### src/rtl/mult_div_ctrl_if.sv
// Handshake and result bus between the CPU control unit and the HI/LO multiply/divide sequencer.
// The is_unsigned request bit exists only when MULTDIV_UNSIGNED_EN is defined.
interface mult_div_ctrl_if #(
    parameter int WIDTH = 32
);
    logic             start;
    logic             op;
    logic [WIDTH-1:0] a_in;
    logic [WIDTH-1:0] b_in;
`ifdef MULTDIV_UNSIGNED_EN
    logic             is_unsigned;
`endif
    logic             busy;
    logic             done;
    logic             div_zero;
    logic [WIDTH-1:0] hi;
    logic [WIDTH-1:0] lo;
    logic [2:0]       state_out;

`ifdef MULTDIV_UNSIGNED_EN
    modport master (
        output start, op, a_in, b_in, is_unsigned,
        input  busy, done, div_zero, hi, lo, state_out
    );
    modport slave (
        input  start, op, a_in, b_in, is_unsigned,
        output busy, done, div_zero, hi, lo, state_out
    );
`else
    modport master (
        output start, op, a_in, b_in,
        input  busy, done, div_zero, hi, lo, state_out
    );
    modport slave (
        input  start, op, a_in, b_in,
        output busy, done, div_zero, hi, lo, state_out
    );
`endif
endinterface

### src/rtl/mult_div_ctrl.sv
// Iterative Booth radix-2 multiply / restoring divide sequencer owning the HI/LO pair.
// Optional macro MULTDIV_UNSIGNED_EN adds an is_unsigned request bit (multu/divu).
//
// state | meaning
// IDLE  | waiting for start; operands latched on start
// MULT  | one Booth step per cycle, WIDTH cycles
// DIV   | one restoring-divide step per cycle, WIDTH cycles
// FIX   | sign correction of quotient/remainder, writes HI/LO
// DONE  | done pulse, HI/LO valid
// DZERO | divide by zero: done + div_zero pulse, HI/LO untouched
module mult_div_ctrl #(
    parameter int WIDTH = 32
) (
    input  logic           clock,
    input  logic           reset,
    mult_div_ctrl_if.slave bus
);

    localparam int CW = $clog2(WIDTH + 1);

    typedef enum logic [2:0] {
        IDLE  = 3'd0,
        MULT  = 3'd1,
        DIV   = 3'd2,
        FIX   = 3'd3,
        DONE  = 3'd4,
        DZERO = 3'd5
    } state_t;

    state_t state;
    state_t state_nxt;

    logic [CW-1:0]    count;
    logic [WIDTH:0]   acc_hi;
    logic [WIDTH-1:0] acc_lo;
    logic             q_m1;
    logic [WIDTH-1:0] opnd_b;
    logic             sign_a;
    logic             sign_b;
    logic             op_unsigned;
    logic [WIDTH-1:0] hi_reg;
    logic [WIDTH-1:0] lo_reg;

    logic             busy;
    logic             done;
    logic             div_zero;
    logic             start_unsigned;

`ifdef MULTDIV_UNSIGNED_EN
    assign start_unsigned = bus.is_unsigned;
`else
    assign start_unsigned = 1'b0;
`endif

    // ---------------- FSM ----------------
    always_ff @(posedge clock) begin
        if (reset) begin
            state <= IDLE;
        end else begin
            state <= state_nxt;
        end
    end

    always_comb begin
        state_nxt = state;
        busy      = 1'b0;
        done      = 1'b0;
        div_zero  = 1'b0;
        case (state)
            IDLE: begin
                if (bus.start) begin
                    if (!bus.op) begin
                        state_nxt = MULT;
                    end else if (bus.b_in == '0) begin
                        state_nxt = DZERO;
                    end else begin
                        state_nxt = DIV;
                    end
                end
            end
            MULT: begin
                busy = 1'b1;
                if (count == CW'(1)) begin
                    state_nxt = DONE;
                end
            end
            DIV: begin
                busy = 1'b1;
                if (count == CW'(1)) begin
                    state_nxt = FIX;
                end
            end
            FIX: begin
                busy      = 1'b1;
                state_nxt = DONE;
            end
            DONE: begin
                done      = 1'b1;
                state_nxt = IDLE;
            end
            DZERO: begin
                done      = 1'b1;
                div_zero  = 1'b1;
                state_nxt = IDLE;
            end
            default: state_nxt = IDLE;
        endcase
    end

    // ---------------- operand magnitudes at start ----------------
    logic [WIDTH-1:0] mag_a;
    logic [WIDTH-1:0] mag_b;

    always_comb begin
        mag_a = bus.a_in;
        mag_b = bus.b_in;
        if (!start_unsigned && bus.a_in[WIDTH-1]) begin
            mag_a = -bus.a_in;
        end
        if (!start_unsigned && bus.b_in[WIDTH-1]) begin
            mag_b = -bus.b_in;
        end
    end

    // ---------------- Booth / shift-add step ----------------
    // The accumulator carries one extra bit so that hi - B cannot overflow
    // when B = -2^(WIDTH-1), and holds the carry out of the unsigned add.
    logic [WIDTH:0]   b_ext;
    logic [WIDTH:0]   booth_sum;
    logic             shift_top;
    logic [WIDTH:0]   mult_hi_nxt;
    logic [WIDTH-1:0] mult_lo_nxt;

    always_comb begin
        b_ext     = op_unsigned ? {1'b0, opnd_b} : {opnd_b[WIDTH-1], opnd_b};
        booth_sum = acc_hi;
        if (op_unsigned) begin
            if (acc_lo[0]) begin
                booth_sum = acc_hi + b_ext;
            end
        end else begin
            case ({acc_lo[0], q_m1})
                2'b01:   booth_sum = acc_hi + b_ext;
                2'b10:   booth_sum = acc_hi - b_ext;
                default: booth_sum = acc_hi;
            endcase
        end
        shift_top   = op_unsigned ? 1'b0 : booth_sum[WIDTH];
        mult_hi_nxt = {shift_top, booth_sum[WIDTH:1]};
        mult_lo_nxt = {booth_sum[0], acc_lo[WIDTH-1:1]};
    end

    // ---------------- restoring divide step ----------------
    // remainder < |B| always, so the shifted value minus |B| fits WIDTH+1 bits signed.
    logic [WIDTH:0]   div_shift;
    logic [WIDTH:0]   div_diff;
    logic             div_take;
    logic [WIDTH-1:0] rem_nxt;
    logic [WIDTH-1:0] quo_nxt;

    always_comb begin
        div_shift = {acc_hi[WIDTH-1:0], acc_lo[WIDTH-1]};
        div_diff  = div_shift - {1'b0, opnd_b};
        div_take  = ~div_diff[WIDTH];
        rem_nxt   = div_take ? div_diff[WIDTH-1:0] : div_shift[WIDTH-1:0];
        quo_nxt   = {acc_lo[WIDTH-2:0], div_take};
    end

    // ---------------- sign correction ----------------
    logic [WIDTH-1:0] quo_fix;
    logic [WIDTH-1:0] rem_fix;

    always_comb begin
        quo_fix = acc_lo;
        rem_fix = acc_hi[WIDTH-1:0];
        if (!op_unsigned && (sign_a ^ sign_b)) begin
            quo_fix = -acc_lo;
        end
        if (!op_unsigned && sign_a) begin
            rem_fix = -acc_hi[WIDTH-1:0];
        end
    end

    // ---------------- datapath registers ----------------
    always_ff @(posedge clock) begin
        if (reset) begin
            count       <= '0;
            acc_hi      <= '0;
            acc_lo      <= '0;
            q_m1        <= 1'b0;
            opnd_b      <= '0;
            sign_a      <= 1'b0;
            sign_b      <= 1'b0;
            op_unsigned <= 1'b0;
            hi_reg      <= '0;
            lo_reg      <= '0;
        end else begin
            case (state)
                IDLE: begin
                    if (bus.start) begin
                        count       <= CW'(WIDTH);
                        op_unsigned <= start_unsigned;
                        sign_a      <= bus.a_in[WIDTH-1] & ~start_unsigned;
                        sign_b      <= bus.b_in[WIDTH-1] & ~start_unsigned;
                        q_m1        <= 1'b0;
                        acc_hi      <= '0;
                        if (!bus.op) begin
                            acc_lo <= bus.a_in;
                            opnd_b <= bus.b_in;
                        end else begin
                            acc_lo <= mag_a;
                            opnd_b <= mag_b;
                        end
                    end
                end
                MULT: begin
                    acc_hi <= mult_hi_nxt;
                    acc_lo <= mult_lo_nxt;
                    q_m1   <= acc_lo[0];
                    count  <= count - CW'(1);
                    if (count == CW'(1)) begin
                        hi_reg <= mult_hi_nxt[WIDTH-1:0];
                        lo_reg <= mult_lo_nxt;
                    end
                end
                DIV: begin
                    acc_hi <= {1'b0, rem_nxt};
                    acc_lo <= quo_nxt;
                    count  <= count - CW'(1);
                end
                FIX: begin
                    hi_reg <= rem_fix;
                    lo_reg <= quo_fix;
                end
                default: ;
            endcase
        end
    end

    assign bus.busy      = busy;
    assign bus.done      = done;
    assign bus.div_zero  = div_zero;
    assign bus.hi        = hi_reg;
    assign bus.lo        = lo_reg;
    assign bus.state_out = state;

endmodule

### src/flat_wrapper.sv
// flat-port wrapper written by rule: the top's interface ports become plain ports
module mult_div_ctrl_flat 
#(
    parameter int WIDTH = 32
)
  (clock, reset, bus_start, bus_op, bus_a_in, bus_b_in, bus_busy, bus_done, bus_div_zero, bus_hi, bus_lo, bus_state_out);
  mult_div_ctrl_if #(.WIDTH(WIDTH)) bus_i ();
  input  logic clock;
  input  logic reset;
  input wire logic [$bits(bus_i.start)-1:0] bus_start;
  input wire logic [$bits(bus_i.op)-1:0] bus_op;
  input wire logic [$bits(bus_i.a_in)-1:0] bus_a_in;
  input wire logic [$bits(bus_i.b_in)-1:0] bus_b_in;
  output wire logic [$bits(bus_i.busy)-1:0] bus_busy;
  output wire logic [$bits(bus_i.done)-1:0] bus_done;
  output wire logic [$bits(bus_i.div_zero)-1:0] bus_div_zero;
  output wire logic [$bits(bus_i.hi)-1:0] bus_hi;
  output wire logic [$bits(bus_i.lo)-1:0] bus_lo;
  output wire logic [$bits(bus_i.state_out)-1:0] bus_state_out;
  assign bus_i.start = bus_start;
  assign bus_i.op = bus_op;
  assign bus_i.a_in = bus_a_in;
  assign bus_i.b_in = bus_b_in;
  assign bus_busy = bus_i.busy;
  assign bus_done = bus_i.done;
  assign bus_div_zero = bus_i.div_zero;
  assign bus_hi = bus_i.hi;
  assign bus_lo = bus_i.lo;
  assign bus_state_out = bus_i.state_out;
  mult_div_ctrl #(.WIDTH(WIDTH)) u_core (.clock(clock), .reset(reset), .bus(bus_i));
endmodule
### config.mk
export PLATFORM = sky130hd
export DESIGN_NAME = mult_div_ctrl_flat
export DESIGN_NICKNAME = d
export VERILOG_FILES = /design/src/rtl/mult_div_ctrl_if.sv /design/src/rtl/mult_div_ctrl.sv /design/src/flat_wrapper.sv
export SDC_FILE = /design/constraint.sdc
export NUM_CORES = 1
export LEC_CHECK = 0
export CORE_ASPECT_RATIO = 1.1
export CORE_MARGIN = 2
export CORE_UTILIZATION = 60
export CTS_BUF_LIST = sky130_fd_sc_hd__clkbuf_8
export CTS_CLUSTER_SIZE = 30
export DETAILED_ROUTE_END_ITERATION = 16
export PLACE_DENSITY = 0.87
export REMOVE_ABC_BUFFERS = 1
export SETUP_SLACK_MARGIN = 0.05
export SYNTH_ARGS = -nofsm -noshare
export SYNTH_HDL_FRONTEND = slang
export SYNTH_SLANG_ARGS = --single-unit
### constraint.sdc
create_clock -name clock -period 6.05 [get_ports clock]
set_clock_uncertainty 0.2 [all_clocks]
set_input_delay 1.21 -clock clock [delete_from_list [all_inputs] [get_ports clock]]
set_output_delay 1.21 -clock clock [all_outputs]
set_load 0.01 [all_outputs]
==> qor.csv, run 1 <==
stage,metric,value,unit
status,status,"finished, final reports clean",
final_layout,mostFrequentLayoutCells,"240 x nor2_1, 187 x nand2_1, 173 x dfxtp_1",
pwr,internal_power,4.06,mW
global_routing,antenna_found_initial,0,
clock_network,cts.sinks,173,
critical_path,slowest_delay,0.59,ns
sta,timing.final.crit_share,0.884,
final_layout,layout_commonest_cell,nor2_1,
logic_synthesis,synth_top_family_by_area,compound AO/OA/AOI/OAI gates,
clock_network,clk_pin_slew,0.12,ns
logic_synthesis,synth_top_cell_by_area,dfxtp_1,
floorplan,core_region_area,23800,um^2
place,pre_cts_slack,0.873,ns
critical_path,cp_num_buf_inv,0,
final_layout,finalNetCount,2147,
critical_path,r2r_end,u_core.bus.hi[31],
detailed_routing,wirelength,44.4,mm
final_layout,largest_reg_flops,33,
worst_hold_path,whs_path_depth,2,
pwr,p_leak,6.12,nW
final_layout,area_growth,12.1,%
logic_synthesis,synthCells,1973,
logic_synthesis,synth-compound-area-share,0.291,
logic_synthesis,avgSynthCellArea,7.37,um^2
floorplan,start_util,0.612,
clock_network,cts_tree,yes,
pwr,p_sw,4.42,mW
final_layout,fillers,2014,
detailed_routing,vias_per_cell,6.57,
logic_synthesis,seq_area_frac_synth,0.238,
floorplan,die-area,25500,um^2
clock_network,clk_latency,0.49,ns
critical_path,cp.required,6.23,ns
final_layout,diodes,0,
logic_synthesis,yosys.area_share.adder,0.0647,
place,post-dp-hpwl,32.1,mm
critical_path,worstPathArrival,5.53,ns
logic_synthesis,yosys.area_share.simple,0.201,
sta,rsz0062_at_grt,false,
sta,finalSetupViolations,0,
critical_path,crit_path_top_delay_cell,nor4_1,
detailed_routing,drc,0,
critical_path,path_cells,nor4_1 > nand3_1 > nor2_1 > a21o_1 > o21a_1 > o21ai_0 > xnor2_1 > ha_1 > nand2_1 > o21ai_0 > o21bai_1 > a21boi_0 > a31oi_1 > o41ai_1 > xor2_1 > nand2b_1 > xnor2_1 > a311o_1,
worst_hold_path,hold_end,u_core.bus.lo[11],
logic_synthesis,synth_top_cell_area_share,0.238,
critical_path,reg2reg_from,u_core.opnd_b[2],
logic_synthesis,synth-xor-area-share,0.123,
sta,worst_slew_pin_slew,1.12,ns
final_layout,drive_gt1_frac,0.0510,
logic_synthesis,synth_edf_count,0,
sta,timing.hold.ws,0.290,ns
floorplan,die_h,167,um
floorplan,row_count,59,
clock_network,htree_num_levels,4,
pwr,p_total,8.48,mW
floorplan,io_pins,138,
critical_path,worst-setup-path-type,reg2reg,
worst_hold_path,hp-class,reg2reg,
clock_network,numCtsBuffers,17,
clock_network,hold_buffers,0,
sta,hold_viol_final,0,
global_routing,grt_pass1_vias,14200,
critical_path,rrSetupSlack,0.70,ns
floorplan,die_x,152,um
detailed_routing,vias,15300,
final_layout,final_area,16300,um^2
critical_path,critical-path-top-delay-family,compound AO/OA/AOI/OAI gates,
logic_synthesis,ys_async_sr_fraction,0,
place,placed_area,15900,um^2
clock_network,cts_setup_buffers,0,
global_routing,grt_max_degree,72,
sta,final-max-slew-violation-count,0,
sta,slew_headroom,0.247,
worst_hold_path,min_from,u_core.bus.lo[11],
sta,tns,0,ns
global_routing,track_usage,0.339,
clock_network,clockRootBuffer,clkbuf_8,
final_layout,multi_input_area,10300,um^2
critical_path,crit_fanout,8,
logic_synthesis,synthTopCellsByArea,"dfxtp_1 24%, xnor2_1 7.6%, nor2_1 6.2%, ha_1 6.2%, a21oi_1 5.5%",
pwr,peakVddDrop,0.378,mV
pwr,pwr-share-comb,0.675,
logic_synthesis,ys_types,74,
sta,min_period,5.35,ns
place,portBuffers,137,
logic_synthesis,synth_mux_area_frac,0.0254,
global_routing,gr-total-overflow,0,
clock_network,cts_resized,0,
pwr,power_frac_seq,0.229,
detailed_routing,dr.pass1.iters,6,
global_routing,grt_pass1_wl,72.0,mm
place,gp_congestion,0.970,
logic_synthesis,yosysWarnings,0,
clock_network,cts_buffer_depth,2,
sta,fmax,0.187,GHz
pwr,pwr_density_cell,520,nW/um^2
pwr,swShare,0.521,
pwr,clock_power_share,0.096,
detailed_routing,avgRoutedWirePerCell,19.1,um
final_layout,ff_latch_area,3460,um^2
detailed_routing,drt_iter0_drc,1803,
detailed_routing,ant_nets,0,
critical_path,startpoint_type,flip-flop,
logic_synthesis,synth_seq_cells,173,
critical_path,ff2ff_path_depth,18,
final_layout,largest_register,u_core.acc_hi,
logic_synthesis,ys.flop_type,dfxtp_1,
logic_synthesis,synth_area,14500,um^2
sta,setup_ws,0.702,ns
critical_path,crit_path_end_kind,flip-flop,
run,maxCapViolCount,0,
[layer usage]
| metal | wire length, um | track usage | vias to the layer above |
|---|---|---|---|
| met5 | 0 | 0 | - |
| met4 | 2240 | 0.178 | 0 |
| met3 | 3410 | 0.0489 | 148 |
| met2 | 20700 | 0.564 | 735 |
| met1 | 18000 | 0.427 | 7148 |
| li1 | - | - | 7227 |
[cell type report]
class	instances	share of cell area
Clock buffer	17	0.0143
Timing Repair Buffer	158	0.0936
Multi-Input combinational cell	1582	0.630
Sequential cell	173	0.212
Inverter	73	0.0168
Tap cell	305	0.0234
Clock inverter	15	0.00921
[worst min-delay path, cell delays in order (launching register included)]
cell,delay (ns)
dfxtp_1,0.33
nand2_1,0.05
a311oi_1,0.08
[through the flow]
step                utilization  cells
finish                    0.686   2323
global route              0.686   2323
CTS                       0.686   2323
detailed placement        0.670   2291
global placement          0.670   2291
floorplan                     -   1828
[logic make-up (layout without fill, tap and decap cells)]
| kind of cell | Yosys count | count (layout) |
|---|---|---|
| adders and majority gates | 74 | 74 |
| AOI/OAI and AO/OA | 633 | 633 |
| muxes | 34 | 34 |
| buffers and inverters | 218 | 263 |
| and+or+nand+nor | 637 | 637 |
| xor gates and xnor gates | 204 | 204 |
| DFF | 173 | 173 |
[synth_stat cells (23+ instances only)]
cell type and number:
a311oi_1 27, o21ai_0 134, xnor2_1 126, nor3_1 50, mux2_2 23, dfxtp_1 173, nor2_1 241, o31ai_1 30
clkbuf_1 131, xor2_1 78, a211oi_1 43, a21oi_1 161, nand2b_1 26, ha_1 72, a21o_1 26, nand2_1 187
a221oi_1 31, inv_1 73
[worst max path at each step]
stage / slack (ns) / from / cells past startpoint / to
6_report: 0.70 / u_core.opnd_b[2] / 18 / u_core.bus.hi[31]
5_1_grt: 0.30 / u_core.opnd_b[2] / 18 / u_core.bus.hi[31]
4_1_cts: 0.77 / u_core.opnd_b[2] / 18 / u_core.bus.hi[31]
3_5_place_dp: 0.87 / u_core.opnd_b[2] / 18 / u_core.bus.hi[31]
3_3_place_gp: 1.02 / u_core.opnd_b[2] / 18 / u_core.bus.hi[31]
2_1_floorplan: -1.17 / u_core.bus.state_out[0] / 3 / bus_busy
[power by group through the flow]
| stage | logic [mW] | registers, mW | clock network, mW |
|---|---|---|---|
| after detailed placement | 5.58 | 1.94 | 0 |
| after global placement | 5.46 | 1.93 | 0 |
| after global routing | 6.27 | 1.98 | 0.863 |
| after floorplan | 4.18 | 1.83 | 0 |
| after CTS | 5.62 | 1.92 | 0.817 |
| final | 5.73 | 1.94 | 0.816 |
Note: power is estimated with default switching activity, not from simulation.
==> inputs of run 2 (changes only) <==
--- a/config.mk
+++ b/config.mk
@@ -6,7 +6,6 @@
 export NUM_CORES = 1
 export LEC_CHECK = 0
 export CORE_ASPECT_RATIO = 1.1
-export CORE_MARGIN = 2
 export CORE_UTILIZATION = 60
 export CTS_BUF_LIST = sky130_fd_sc_hd__clkbuf_8
 export CTS_CLUSTER_SIZE = 30
==> qor.csv, run 2 (synthesis gave the netlist of run 1 again) <==
stage,metric,value,unit
critical_path,worstPathArrival,5.44,ns
worst_hold_path,whs_path_depth,2,
pwr,peakVddDrop,0.318,mV
floorplan,core_region_area,23700,um^2
sta,hold_viol_final,0,
status,status,"finished, final reports clean",
sta,tns,0,ns
global_routing,grt_pass1_wl,70.7,mm
sta,min_period,5.25,ns
pwr,p_sw,4.44,mW
floorplan,row_count,59,
detailed_routing,ant_nets,0,
final_layout,drive_gt1_frac,0.0516,
pwr,power_frac_seq,0.228,
final_layout,final_area,16300,um^2
clock_network,hold_buffers,0,
worst_hold_path,hp-class,reg2reg,
floorplan,die_x,150,um
pwr,pwr-share-comb,0.671,
detailed_routing,drt_iter0_drc,1680,
floorplan,die_h,165,um
clock_network,clk_pin_slew,0.11,ns
final_layout,mostFrequentLayoutCells,"240 x nor2_1, 187 x nand2_1, 173 x dfxtp_1",
critical_path,ff2ff_path_depth,18,
detailed_routing,avgRoutedWirePerCell,19.0,um
detailed_routing,drc,0,
global_routing,grt_pass1_vias,14100,
pwr,internal_power,4.07,mW
critical_path,startpoint_type,flip-flop,
clock_network,cts_resized,0,
pwr,p_leak,6.12,nW
place,dp.cells,2290,
final_layout,largest_register,u_core.acc_hi,
detailed_routing,vias,15200,
pwr,swShare,0.521,
sta,rsz0062_at_grt,false,
clock_network,htree_num_levels,4,
global_routing,grt_max_degree,71,
place,post-dp-hpwl,31.7,mm
clock_network,cts_tree,yes,
clock_network,clk_latency,0.50,ns
sta,finalSetupViolations,0,
global_routing,track_usage,0.353,
sta,final-max-slew-violation-count,0,
critical_path,cp.required,6.23,ns
place,placed_area,15900,um^2
run,maxCapViolCount,0,
final_layout,diodes,0,
final_layout,area_growth,12.3,%
detailed_routing,dr.pass1.iters,6,
final_layout,finalNonFillerCells,2322,
global_routing,gr-total-overflow,0,
place,portBuffers,137,
global_routing,antenna_found_initial,0,
critical_path,crit_fanout,8,
clock_network,numCtsBuffers,17,
final_layout,fillers,2033,
pwr,clock_power_share,0.101,
sta,slew_headroom,0.381,
detailed_routing,wirelength,44.0,mm
clock_network,cts.sinks,173,
floorplan,io_pins,138,
clock_network,cts_buffer_depth,2,
place,gp_congestion,0.977,
clock_network,clockRootBuffer,clkbuf_8,
floorplan,die-area,24900,um^2
clock_network,cts_setup_buffers,0,
final_layout,finalNetCount,2146,
sta,worst_slew_pin_slew,0.928,ns
detailed_routing,vias_per_cell,6.55,
sta,fmax,0.190,GHz
critical_path,worst-setup-path-type,reg2reg,
final_layout,largest_reg_flops,33,
critical_path,crit_path_end_kind,flip-flop,
floorplan,start_util,0.614,
sta,timing.hold.ws,0.287,ns
sta,timing.final.crit_share,0.869,
final_layout,layout_commonest_cell,nor2_1,
pwr,pwr_density_cell,521,nW/um^2
-- run 2: power groups by stage --
| stage | Sequential [mW] | Clock (mW) | Combinational, mW |
|---|---|---|---|
| 2_1_floorplan | 1.83 | 0 | 4.18 |
| 3_3_place_gp | 1.93 | 0 | 5.43 |
| 3_5_place_dp | 1.94 | 0 | 5.55 |
| 4_1_cts | 1.92 | 0.853 | 5.60 |
| 5_1_grt | 1.99 | 0.901 | 6.24 |
| 6_report | 1.94 | 0.856 | 5.71 |
-- run 2: path summary, 6_finish.rpt --
path	start	end	slack [ns]
worst min register to register	u_core.bus.lo[12]	u_core.bus.lo[12]	0.29
worst min-delay path	u_core.bus.lo[12]	u_core.bus.lo[12]	0.29
worst max-delay path	u_core.opnd_b[2]	u_core.bus.hi[31]	0.80
worst max register to register	u_core.opnd_b[2]	u_core.bus.hi[31]	0.80
-- run 2: final cells by class --
type / instances / area, um^2 / area share
tap: 305 / 382 / 0.0234
clock buffer: 17 / 234 / 0.0143
timing repair buffer: 157 / 1520 / 0.0930
multi-input combinational: 1582 / 10300 / 0.630
sequential: 173 / 3460 / 0.212
inverter: 73 / 274 / 0.0168
clock inverter: 15 / 168 / 0.0103
-- run 2: stage by stage --
| step | setup WS (ns) | util | power (mW) |
|---|---|---|---|
| finish | 0.795 | 0.689 | 8.51 |
| global route | 0.310 | 0.689 | 9.13 |
| detailed placement | 0.766 | 0.672 | 7.50 |
| global placement | 0.993 | 0.672 | 7.36 |
| CTS | 0.744 | 0.689 | 8.37 |
| floorplan | -1.17 | - | 6.01 |
-- run 2: worst max-delay path, stage by stage (launching register included) --
cell	delay, ns
dfxtp_1	0.37
nor4_2	0.50
nand3_1	0.13
nor2_1	0.16
a21o_1	0.20
o21a_1	0.33
o21ai_0	0.18
xnor2_1	0.16
ha_1	0.37
nand2_1	0.11
o21ai_0	0.30
o21bai_1	0.24
a21boi_0	0.35
a31oi_1	0.25
o41ai_1	0.42
xor2_1	0.29
nand2b_1	0.11
xnor2_1	0.13
a311o_1	0.35
-- run 2: layer usage --
layer / routed length [um] / global-route usage / up-vias / part of all wire
met1: 18100 / 0.443 / 7124 / 0.41
met4: 2000 / 0.191 / 0 / 0.045
met5: 0 / 0 / - / 0
met2: 20700 / 0.589 / 718 / 0.47
li1: - / - / 7229 / -
met3: 3180 / 0.0437 / 140 / 0.072
